## src/rtl/otter_pkg.sv

```systemverilog
// Shared types and constants for the OTTER PC/fetch stage.
package otter_pkg;

  typedef enum logic [2:0] {
    PC_PLUS4  = 3'd0,
    PC_JALR   = 3'd1,
    PC_BRANCH = 3'd2,
    PC_JAL    = 3'd3,
    PC_MTVEC  = 3'd4,
    PC_MEPC   = 3'd5
  } pc_sel_t;

  typedef enum logic [1:0] {
    S_REQ   = 2'd0,
    S_WAIT  = 2'd1,
    S_VALID = 2'd2
  } fetch_state_t;

  // Decode substitutes this when INSTR_VALID is low.
  localparam logic [31:0] NOP_INSTR = 32'h0000_0013;

endpackage

```

## src/rtl/otter_pc_next_mux.sv

```systemverilog
// Next-PC selection: target mux, JALR bit-0 masking, alignment check and
// redirect to the trap vector on a misaligned jump or branch.
module otter_pc_next_mux
  import otter_pkg::*;
#(
  parameter int XLEN = 32
) (
  input  logic [2:0]      pc_sel,
  input  logic [XLEN-1:0] pc,
  input  logic [XLEN-1:0] jal,
  input  logic [XLEN-1:0] jalr,
  input  logic [XLEN-1:0] branch,
  input  logic [XLEN-1:0] mtvec,
  input  logic [XLEN-1:0] mepc,
  output logic [XLEN-1:0] pc_plus4,
  output logic [XLEN-1:0] next_pc,
  output logic            misalign,
  output logic [XLEN-1:0] bad_addr
);

  logic [XLEN-1:0] mtvec_aligned;
  logic [XLEN-1:0] target;
  logic [XLEN-1:0] raw_target;
  logic            checked;

  assign pc_plus4      = pc + XLEN'(4);
  assign mtvec_aligned = mtvec & ~XLEN'(3);

  // NOTE: every output of a combinational block gets a default first so no
  // path through the case leaves a value unassigned (which would infer a latch).
  always_comb begin
    target     = pc_plus4;
    raw_target = pc_plus4;
    checked    = 1'b0;
    case (pc_sel)
      PC_JALR: begin
        raw_target = jalr;
        target     = jalr & ~XLEN'(1);
        checked    = 1'b1;
      end
      PC_BRANCH: begin
        raw_target = branch;
        target     = branch;
        checked    = 1'b1;
      end
      PC_JAL: begin
        raw_target = jal;
        target     = jal;
        checked    = 1'b1;
      end
      PC_MTVEC: begin
        raw_target = mtvec;
        target     = mtvec_aligned;
      end
      PC_MEPC: begin
        raw_target = mepc;
        target     = mepc & ~XLEN'(3);
      end
      default: ;
    endcase
  end

  // Trap vectors are pre-aligned and PC+4 of an aligned PC is aligned,
  // so only the three control-transfer targets are checked.
  assign misalign = checked && (target[1:0] != 2'b00);
  assign next_pc  = misalign ? mtvec_aligned : target;
  assign bad_addr = raw_target;

endmodule

```

## src/rtl/otter_pc_fetch.sv

```systemverilog
// OTTER program counter and instruction-fetch stage: holds the PC and runs
// a request/grant/response handshake, presenting one instruction to decode.
module otter_pc_fetch
  import otter_pkg::*;
#(
  parameter int              XLEN      = 32,
  parameter logic [XLEN-1:0] RESET_VEC = '0
) (
  input  logic            CLK,
  input  logic            RST_N,
  input  logic [2:0]      PC_SEL,
  input  logic            PC_WE,
  input  logic [XLEN-1:0] JAL,
  input  logic [XLEN-1:0] JALR,
  input  logic [XLEN-1:0] BRANCH,
  input  logic [XLEN-1:0] MTVEC,
  input  logic [XLEN-1:0] MEPC,
  output logic            IMEM_REQ,
  output logic [XLEN-1:0] IMEM_ADDR,
  input  logic            IMEM_GNT,
  input  logic            IMEM_RVALID,
  input  logic [XLEN-1:0] IMEM_RDATA,
  output logic [XLEN-1:0] PC,
  output logic [XLEN-1:0] PC_PLUS4,
  output logic [XLEN-1:0] INSTR,
  output logic            INSTR_VALID,
  output logic            TRAP_MISALIGN,
  output logic [XLEN-1:0] BAD_ADDR
);

  fetch_state_t    state_q, state_d;
  logic [XLEN-1:0] pc_q, pc_d;
  logic [XLEN-1:0] instr_q, instr_d;
  logic            instr_valid_q, instr_valid_d;
  logic            trap_q, trap_d;
  logic [XLEN-1:0] bad_addr_q, bad_addr_d;

  logic [XLEN-1:0] next_pc;
  logic [XLEN-1:0] mux_bad_addr;
  logic            misalign;

  otter_pc_next_mux #(
    .XLEN(XLEN)
  ) u_next_mux (
    .pc_sel   (PC_SEL),
    .pc       (pc_q),
    .jal      (JAL),
    .jalr     (JALR),
    .branch   (BRANCH),
    .mtvec    (MTVEC),
    .mepc     (MEPC),
    .pc_plus4 (PC_PLUS4),
    .next_pc  (next_pc),
    .misalign (misalign),
    .bad_addr (mux_bad_addr)
  );

  always_comb begin
    state_d       = state_q;
    pc_d          = pc_q;
    instr_d       = instr_q;
    instr_valid_d = instr_valid_q;
    trap_d        = 1'b0;
    bad_addr_d    = bad_addr_q;
    case (state_q)
      // A response seen here is stale (issued before a reset) and is dropped.
      S_REQ: begin
        if (IMEM_GNT) state_d = S_WAIT;
      end
      S_WAIT: begin
        if (IMEM_RVALID) begin
          instr_d       = IMEM_RDATA;
          instr_valid_d = 1'b1;
          state_d       = S_VALID;
        end
      end
      S_VALID: begin
        if (PC_WE) begin
          pc_d          = next_pc;
          instr_valid_d = 1'b0;
          trap_d        = misalign;
          state_d       = S_REQ;
          if (misalign) bad_addr_d = mux_bad_addr;
        end
      end
      default: state_d = S_REQ;
    endcase
  end

  // NOTE: sequential state uses non-blocking assignments so every flop
  // samples the pre-edge values regardless of statement order.
  always_ff @(posedge CLK or negedge RST_N) begin
    if (!RST_N) begin
      state_q       <= S_REQ;
      pc_q          <= RESET_VEC;
      instr_q       <= '0;
      instr_valid_q <= 1'b0;
      trap_q        <= 1'b0;
      bad_addr_q    <= '0;
    end else begin
      state_q       <= state_d;
      pc_q          <= pc_d;
      instr_q       <= instr_d;
      instr_valid_q <= instr_valid_d;
      trap_q        <= trap_d;
      bad_addr_q    <= bad_addr_d;
    end
  end

  assign IMEM_REQ      = (state_q == S_REQ);
  assign IMEM_ADDR     = pc_q;
  assign PC            = pc_q;
  assign INSTR         = instr_q;
  assign INSTR_VALID   = instr_valid_q;
  assign TRAP_MISALIGN = trap_q;
  assign BAD_ADDR      = bad_addr_q;

endmodule

```

## config.mk

```make
export PLATFORM = sky130hd
export DESIGN_NAME = otter_pc_fetch
export DESIGN_NICKNAME = d
export VERILOG_FILES = /design/src/rtl/otter_pkg.sv /design/src/rtl/otter_pc_next_mux.sv /design/src/rtl/otter_pc_fetch.sv
export SDC_FILE = /design/constraint.sdc
export NUM_CORES = 1
export LEC_CHECK = 0
export BUFFER_PORTS_ARGS = -buffer_cell sky130_fd_sc_hd__buf_2
export CAP_MARGIN = 20
export CELL_PAD_IN_SITES_DETAIL_PLACEMENT = 0
export CELL_PAD_IN_SITES_GLOBAL_PLACEMENT = 1
export CORE_MARGIN = 5
export CORE_UTILIZATION = 29
export CTS_BUF_LIST = sky130_fd_sc_hd__clkbuf_4 sky130_fd_sc_hd__clkbuf_8 sky130_fd_sc_hd__clkbuf_16
export DETAILED_ROUTE_END_ITERATION = 6
export PLACE_DENSITY = 0.88
export SLEW_MARGIN = 15
export SYNTH_ARGS = -nofsm -noshare
export SYNTH_HDL_FRONTEND = slang
export SYNTH_SLANG_ARGS = --single-unit
export TNS_END_PERCENT = 50
```

## constraint.sdc

```tcl
create_clock -name CLK -period 2.28 [get_ports CLK]
set_input_delay 0.456 -clock CLK [delete_from_list [all_inputs] [get_ports CLK]]
set_output_delay 0.456 -clock CLK [all_outputs]
set_load 0.05 [all_outputs]
```

==> flow_metrics.py, run 1 <==
metrics = {
    "run_status": {
        "status": "finished, violations left",
        "violations": "setup timing",
    },
    "power_and_ir_drop": {
        "p_per_area_nw_per_um2": 1580,
        "switching_share_pct": 57.4,
        "p_comb_share_pct": 71.1,
        "cellLeakagePower_nw": 5.18,
        "p_seq_share_pct": 19.2,
        "fin_total_pwr_w": 0.0167,
        "p_sw_w": 0.00958,
        "internal_power_w": 0.00710,
        "power_frac_clock_pct": 9.8,
        "irDropWorstVdd_uv": 856,
    },
    "synthesis": {
        "synth_area_leader_cell": "dfrtp_1",
        "yosys_warnings": 0,
        "yosysTopAreaCellShare_pct": 37.8,
        "ys_seq_area_share_pct": 37.8,
        "synth_area_um2": 6630,
        "synth_fp_nets": 963,
        "synth_edf_count": 0,
        "yosysMostFrequentCell": "dfrtp_1",
        "synth-seq-cells": 100,
        "synth_flop_cell": "dfrtp_1",
        "netlist-cell-type-count": 66,
        "synthTopCellsByCount": "dfrtp_1 (100), a21oi_1 (78), nand2_1 (69)",
        "synth_area_per_cell_um2": 8.69,
        "async_flop_share_pct": 100,
        "syn_inst": 762,
        "ys_top_cells_by_area": "dfrtp_1 (38%), mux2_2 (5.9%), a21oi_1 (5.9%)",
    },
    "global_routing": {
        "overflow": 0,
        "grt_start_max_net_pins": 40,
        "grt_antenna_before_repair": 4,
        "grt_first_pass_wirelength_mm": 48.9,
        "grt_pass1_vias": 7748,
        "grtUsageTotal_pct": 24.7,
    },
    "worst_setup_path": {
        "cp-startpoint": "IMEM_ADDR[13]",
        "worst_ep_arrival_time_ns": 2.15,
        "cp-endpoint": "PC_PLUS4[31]",
        "end_kind": "output pin",
        "criticalPathCategory": "flop to output pin",
        "required_ns": 1.82,
        "reg2reg_depth": 9,
        "ff2ff_setup_slack_ns": 0.09,
        "crit_path_start_kind": "flop",
        "crit_fanout": 5,
        "timing.rr.end": "IMEM_ADDR[17]",
        "reg2reg_from": "IMEM_ADDR[2]",
    },
    "sta": {
        "slew_headroom_pct": 58.4,
        "skew_ns": 0.00877,
        "fmax_mhz": 384,
        "fin_ws_ns": -0.326,
        "rsz0062_at_grt": "true",
        "final.period_utilization_pct": 114,
        "finalSetupTns_ns": -4.43,
        "drv_slew": 0,
        "setup_viol_count_final": 23,
        "min_period_ns": 2.61,
        "worst-slew-pin-transition_ns": 0.623,
        "hold_viol": 0,
    },
    "clock_tree": {
        "clk_pin_slew_ns": 0.07,
        "tritoncts": "built",
        "clk_latency_ns": 0.35,
        "ctsHtreeMaxLevel": 3,
        "root_buffer": "clkbuf_16",
        "cts.sinks": 100,
        "clockBufferDepth": 2,
        "cts_hold_buf": 0,
        "numCtsBuffers": 9,
    },
    "floorplan": {
        "num_io_pins": 363,
        "die_h_um": 161,
        "start_util_pct": 29.4,
        "rows": 55,
        "core_area_um2": 22600,
        "dieArea_um2": 26000,
        "fp.dieW_um": 161,
    },
    "final_layout": {
        "final_nets": 1372,
        "drive_gt1_share_pct": 53.7,
        "final_cells": 1462,
        "area_delta_synth_final_pct": 59.1,
        "final_area_um2": 10500,
    },
    "routing": {
        "viasPerCell": 5.34,
        "firstDrtPassIters": 5,
        "routed_wl_mm": 33.6,
        "vias": 7802,
        "drc": 0,
        "drt_iter0_drc": 709,
        "ant_nets": 0,
        "wl_per_cell_um": 23.0,
    },
    "place": {
        "io_buffer_count": 360,
        "dp.cells": 1435,
        "dp_slack_ns": -0.131,
        "post_dp_cell_area_um2": 9760,
        "dp_hpwl_mm": 26.9,
        "place.gp.congestion": 0.933,
    },
    "flow_run": {
        "maxCapViolCount": 0,
    },
    "worst_hold_path": {
        "hold_class": "input pin to async pin",
    },
}
[layout by cell type, fill, tap and decap left out, types with 6 or more instances in the layout]
cell,count
buf_2,334
buf_4,111
dfrtp_1,79
a21oi_1,78
nand2_1,67
o21ai_0,50
nor2_1,45
mux2_2,35
buf_12,25
dfrtp_2,20
mux2i_1,18
buf_6,17
inv_1,14
nand2b_1,14
o22ai_1,14
nand3_1,12
nor2b_1,11
a22o_1,11
nor3_1,10
a211oi_1,10
clkbuf_16,9
inv_2,8
a221o_1,8
and3_1,7
o211ai_1,7
a21o_1,7
a211o_1,7
xor2_2,6
nand4_1,6
nor4_4,6
a21boi_0,6
a221oi_1,6
[layer usage]
metal  track usage (%)  up-vias  share of wire [%]
met1              30.5     3787                 39
met2              42.9      409                 50
met3              6.43       57                8.8
met5                 0        -               0.10
met4              6.36        6                2.3
li1                  -     3543                  -
[kinds of logic after synthesis]
group,count (synthesis),share of synthesized area [%]
flops,100,37.8
buf+inv,115,8.82
simple gates,218,16.5
xor+xnor,25,3.31
fa+ha+maj,1,0.189
mux,53,8.67
compound gates,250,24.8
[worst min-delay path by stage]
stage,end,slack [ns],cells past startpoint
after floorplan,BAD_ADDR[0],0.16,0
after global placement,BAD_ADDR[25],0.46,1
after detailed placement,BAD_ADDR[16],0.46,2
after CTS,BAD_ADDR[10],0.12,1
after global routing,BAD_ADDR[10],0.14,1
final,BAD_ADDR[30],0.11,1
[final cells by class]
cell class                 count  area [um2]
clock buffer                   9         225
multi-input combinational    547        4020
inverter                      24        92.6
fill                        2210       12000
antenna                        1        2.50
tap                          285         357
clock inverter                 7        82.6
timing repair buffer         489        3230
sequential                   100        2530
[repair_timing]
| item | in CTS | in global routing |
|---|---|---|
| gates resized for setup | 47 | 34 |
| pin swaps | 19 | 16 |
| endpoints found under the hold margin | 0 | 0 |
| setup buffers | 5 | 5 |
| endpoints found under the setup margin | 24 | 27 |
[state kept, by name, indices dropped and copies added, names as in the netlist]
signal / count
INSTR: 32
TRAP_MISALIGN: 1
INSTR_VALID: 1
state_q: 2
BAD_ADDR: 32
IMEM_ADDR: 32
[worst max-delay path, cell delays in order, from the launching register on]
cell     delay [ns]
dfrtp_4        0.43
nand4_4        0.12
or4_4          0.59
nor3_2         0.23
xnor2_1        0.19
inv_2          0.05
buf_4          0.19
[power by group through the flow]
stage | Combinational [W] | Sequential, W | Clock, W
finish | 0.0119 | 0.00320 | 0.00163
global route | 0.0123 | 0.00331 | 0.00176
CTS | 0.0117 | 0.00319 | 0.00166
detailed placement | 0.0112 | 0.00320 | 0
global placement | 0.0112 | 0.00315 | 0
floorplan | 0.00450 | 0.00622 | 0
[through the flow]
stage	utilization (%)	hold slack, ns
2_1_floorplan	-	0.160
6_report	46.7	0.109
3_3_place_gp	43.3	0.458
5_1_grt	46.7	0.140
4_1_cts	45.8	0.119
3_5_place_dp	43.3	0.461
Note: power is estimated with default switching activity, not from simulation.
==> run 2: changes to the inputs <==
--- a/config.mk
+++ b/config.mk
@@ -14,6 +14,7 @@
 export CTS_BUF_LIST = sky130_fd_sc_hd__clkbuf_4 sky130_fd_sc_hd__clkbuf_8 sky130_fd_sc_hd__clkbuf_16
 export DETAILED_ROUTE_END_ITERATION = 6
 export PLACE_DENSITY = 0.88
+export RECOVER_POWER = 25
 export SLEW_MARGIN = 15
 export SYNTH_ARGS = -nofsm -noshare
 export SYNTH_HDL_FRONTEND = slang
==> flow_metrics.py, run 2 (same netlist as run 1, synthesis figures left out) <==
metrics = {
    "clock_tree": {
        "clockBufferDepth": 2,
        "numCtsBuffers": 9,
        "root_buffer": "clkbuf_16",
        "clk_latency_ns": 0.35,
        "ctsHtreeMaxLevel": 3,
        "tritoncts": "built",
        "clk_pin_slew_ns": 0.08,
        "cts.sinks": 100,
        "cts_hold_buf": 0,
    },
    "sta": {
        "finalSetupTns_ns": -4.33,
        "final.period_utilization_pct": 114,
        "fmax_mhz": 385,
        "fin_ws_ns": -0.320,
        "setup_viol_count_final": 23,
        "slew_headroom_pct": 23.4,
        "hold_viol": 0,
        "hold-worst-slack_ns": 0.305,
        "skew_ns": 0.0104,
        "rsz0062_at_grt": "true",
        "worst-slew-pin-transition_ns": 1.15,
        "min_period_ns": 2.60,
        "drv_slew": 0,
    },
    "global_routing": {
        "grtUsageTotal_pct": 24.7,
        "grt_start_max_net_pins": 40,
        "grt_first_pass_wirelength_mm": 48.9,
        "grt_pass1_vias": 7748,
        "grt_antenna_before_repair": 4,
        "overflow": 0,
    },
    "power_and_ir_drop": {
        "fin_total_pwr_w": 0.0167,
        "p_per_area_nw_per_um2": 1590,
        "irDropWorstVdd_uv": 855,
        "cellLeakagePower_nw": 5.17,
    },
    "routing": {
        "ant_nets": 0,
        "vias": 7777,
        "drc": 0,
        "wl_per_cell_um": 22.9,
        "firstDrtPassIters": 5,
        "routed_wl_mm": 33.6,
        "viasPerCell": 5.32,
        "drt_iter0_drc": 734,
    },
    "final_layout": {
        "final_area_um2": 10500,
        "area_delta_synth_final_pct": 58.6,
        "layout_commonest_cell": "buf_2",
        "final_nets": 1372,
        "final_util_pct": 46.6,
        "fill_cells": 2211,
        "mostFrequentLayoutCells": "buf_2 (334), buf_4 (110), dfrtp_1 (79)",
        "drive_gt1_share_pct": 53.7,
    },
    "floorplan": {
        "fp.dieW_um": 161,
        "num_io_pins": 363,
        "start_util_pct": 29.4,
        "core_area_um2": 22600,
        "die_h_um": 161,
        "rows": 55,
        "dieArea_um2": 26000,
    },
    "worst_setup_path": {
        "criticalPathCategory": "flop to output pin",
        "end_kind": "output pin",
        "reg2reg_depth": 9,
        "worst_ep_arrival_time_ns": 2.14,
        "required_ns": 1.82,
        "crit_path_start_kind": "flop",
        "crit_fanout": 5,
    },
    "place": {
        "dp_hpwl_mm": 26.9,
        "post_dp_cell_area_um2": 9760,
        "io_buffer_count": 360,
        "place.gp.congestion": 0.933,
    },
    "run_status": {
        "status": "finished, violations left",
        "violations": "setup timing",
    },
    "worst_hold_path": {
        "hold_depth": 2,
        "hold_class": "input pin to flop",
    },
    "flow_run": {
        "maxCapViolCount": 0,
    },
}
-- run 2: changes by cell type in the layout (fill, tap and decap cells not counted), sizes merged --
cell and delta:
buf -3, clkbuf +3, diode +1
-- run 2: layer usage --
metal,up-vias,global-route usage [%],routed length [um]
met5,-,0,34
met2,414,42.9,16700
met1,3758,30.5,13000
li1,3545,-,-
met4,6,6.36,788
met3,54,6.43,3020
-- run 2: power by group --
part           switching, W  internal (W)
registers          0.000573       0.00262
logic               0.00824       0.00360
clock network      0.000758      0.000873
-- run 2: cell type report --
| class | count | area, um2 | area share, % |
|---|---|---|---|
| antenna | 2 | 5.00 | 0.0476 |
| clock buffer | 9 | 225 | 2.14 |
| clock inverter | 7 | 82.6 | 0.786 |
| inverter | 24 | 92.6 | 0.881 |
| multi-input combinational | 547 | 4020 | 38.3 |
| sequential | 100 | 2530 | 24.1 |
| tap | 285 | 357 | 3.39 |
| timing repair buffer | 489 | 3190 | 30.4 |
-- run 2: through the flow --
step | setup slack [ns] | instances
6_report | -0.320 | 1463
3_5_place_dp | -0.131 | 1435
2_1_floorplan | -0.188 | 762
5_1_grt | -0.412 | 1462
3_3_place_gp | -0.0866 | 1435
4_1_cts | -0.341 | 1456
-- run 2: path summary, 6_finish.rpt --
| kind | startpoint | to | slack, ns |
|---|---|---|---|
| worst max-delay path | IMEM_ADDR[13] | PC_PLUS4[31] | -0.32 |
| worst min-delay path | PC_WE | state_q[1] | 0.30 |
| worst max register to register | IMEM_ADDR[2] | IMEM_ADDR[17] | 0.11 |
| worst min register to register | BAD_ADDR[16] | BAD_ADDR[16] | 0.48 |
| max in group asynchronous | RST_N | INSTR[25] | 0.52 |
| min in group asynchronous | RST_N | BAD_ADDR[10] | 0.31 |
-- run 2: timing repair --
item                                    in CTS  in global routing
pin swaps                                   19                 16
resized for setup                           47                 34
setup buffers                                5                  5
endpoints found under the setup margin      24                 27
-- run 2: worst max-delay path, cell delays in order (launching register included) --
cell and delay (ns):
dfrtp_4 0.43, nand4_4 0.12, or4_4 0.59, nor3_2 0.23, xnor2_1 0.19, inv_2 0.05
buf_4 0.19
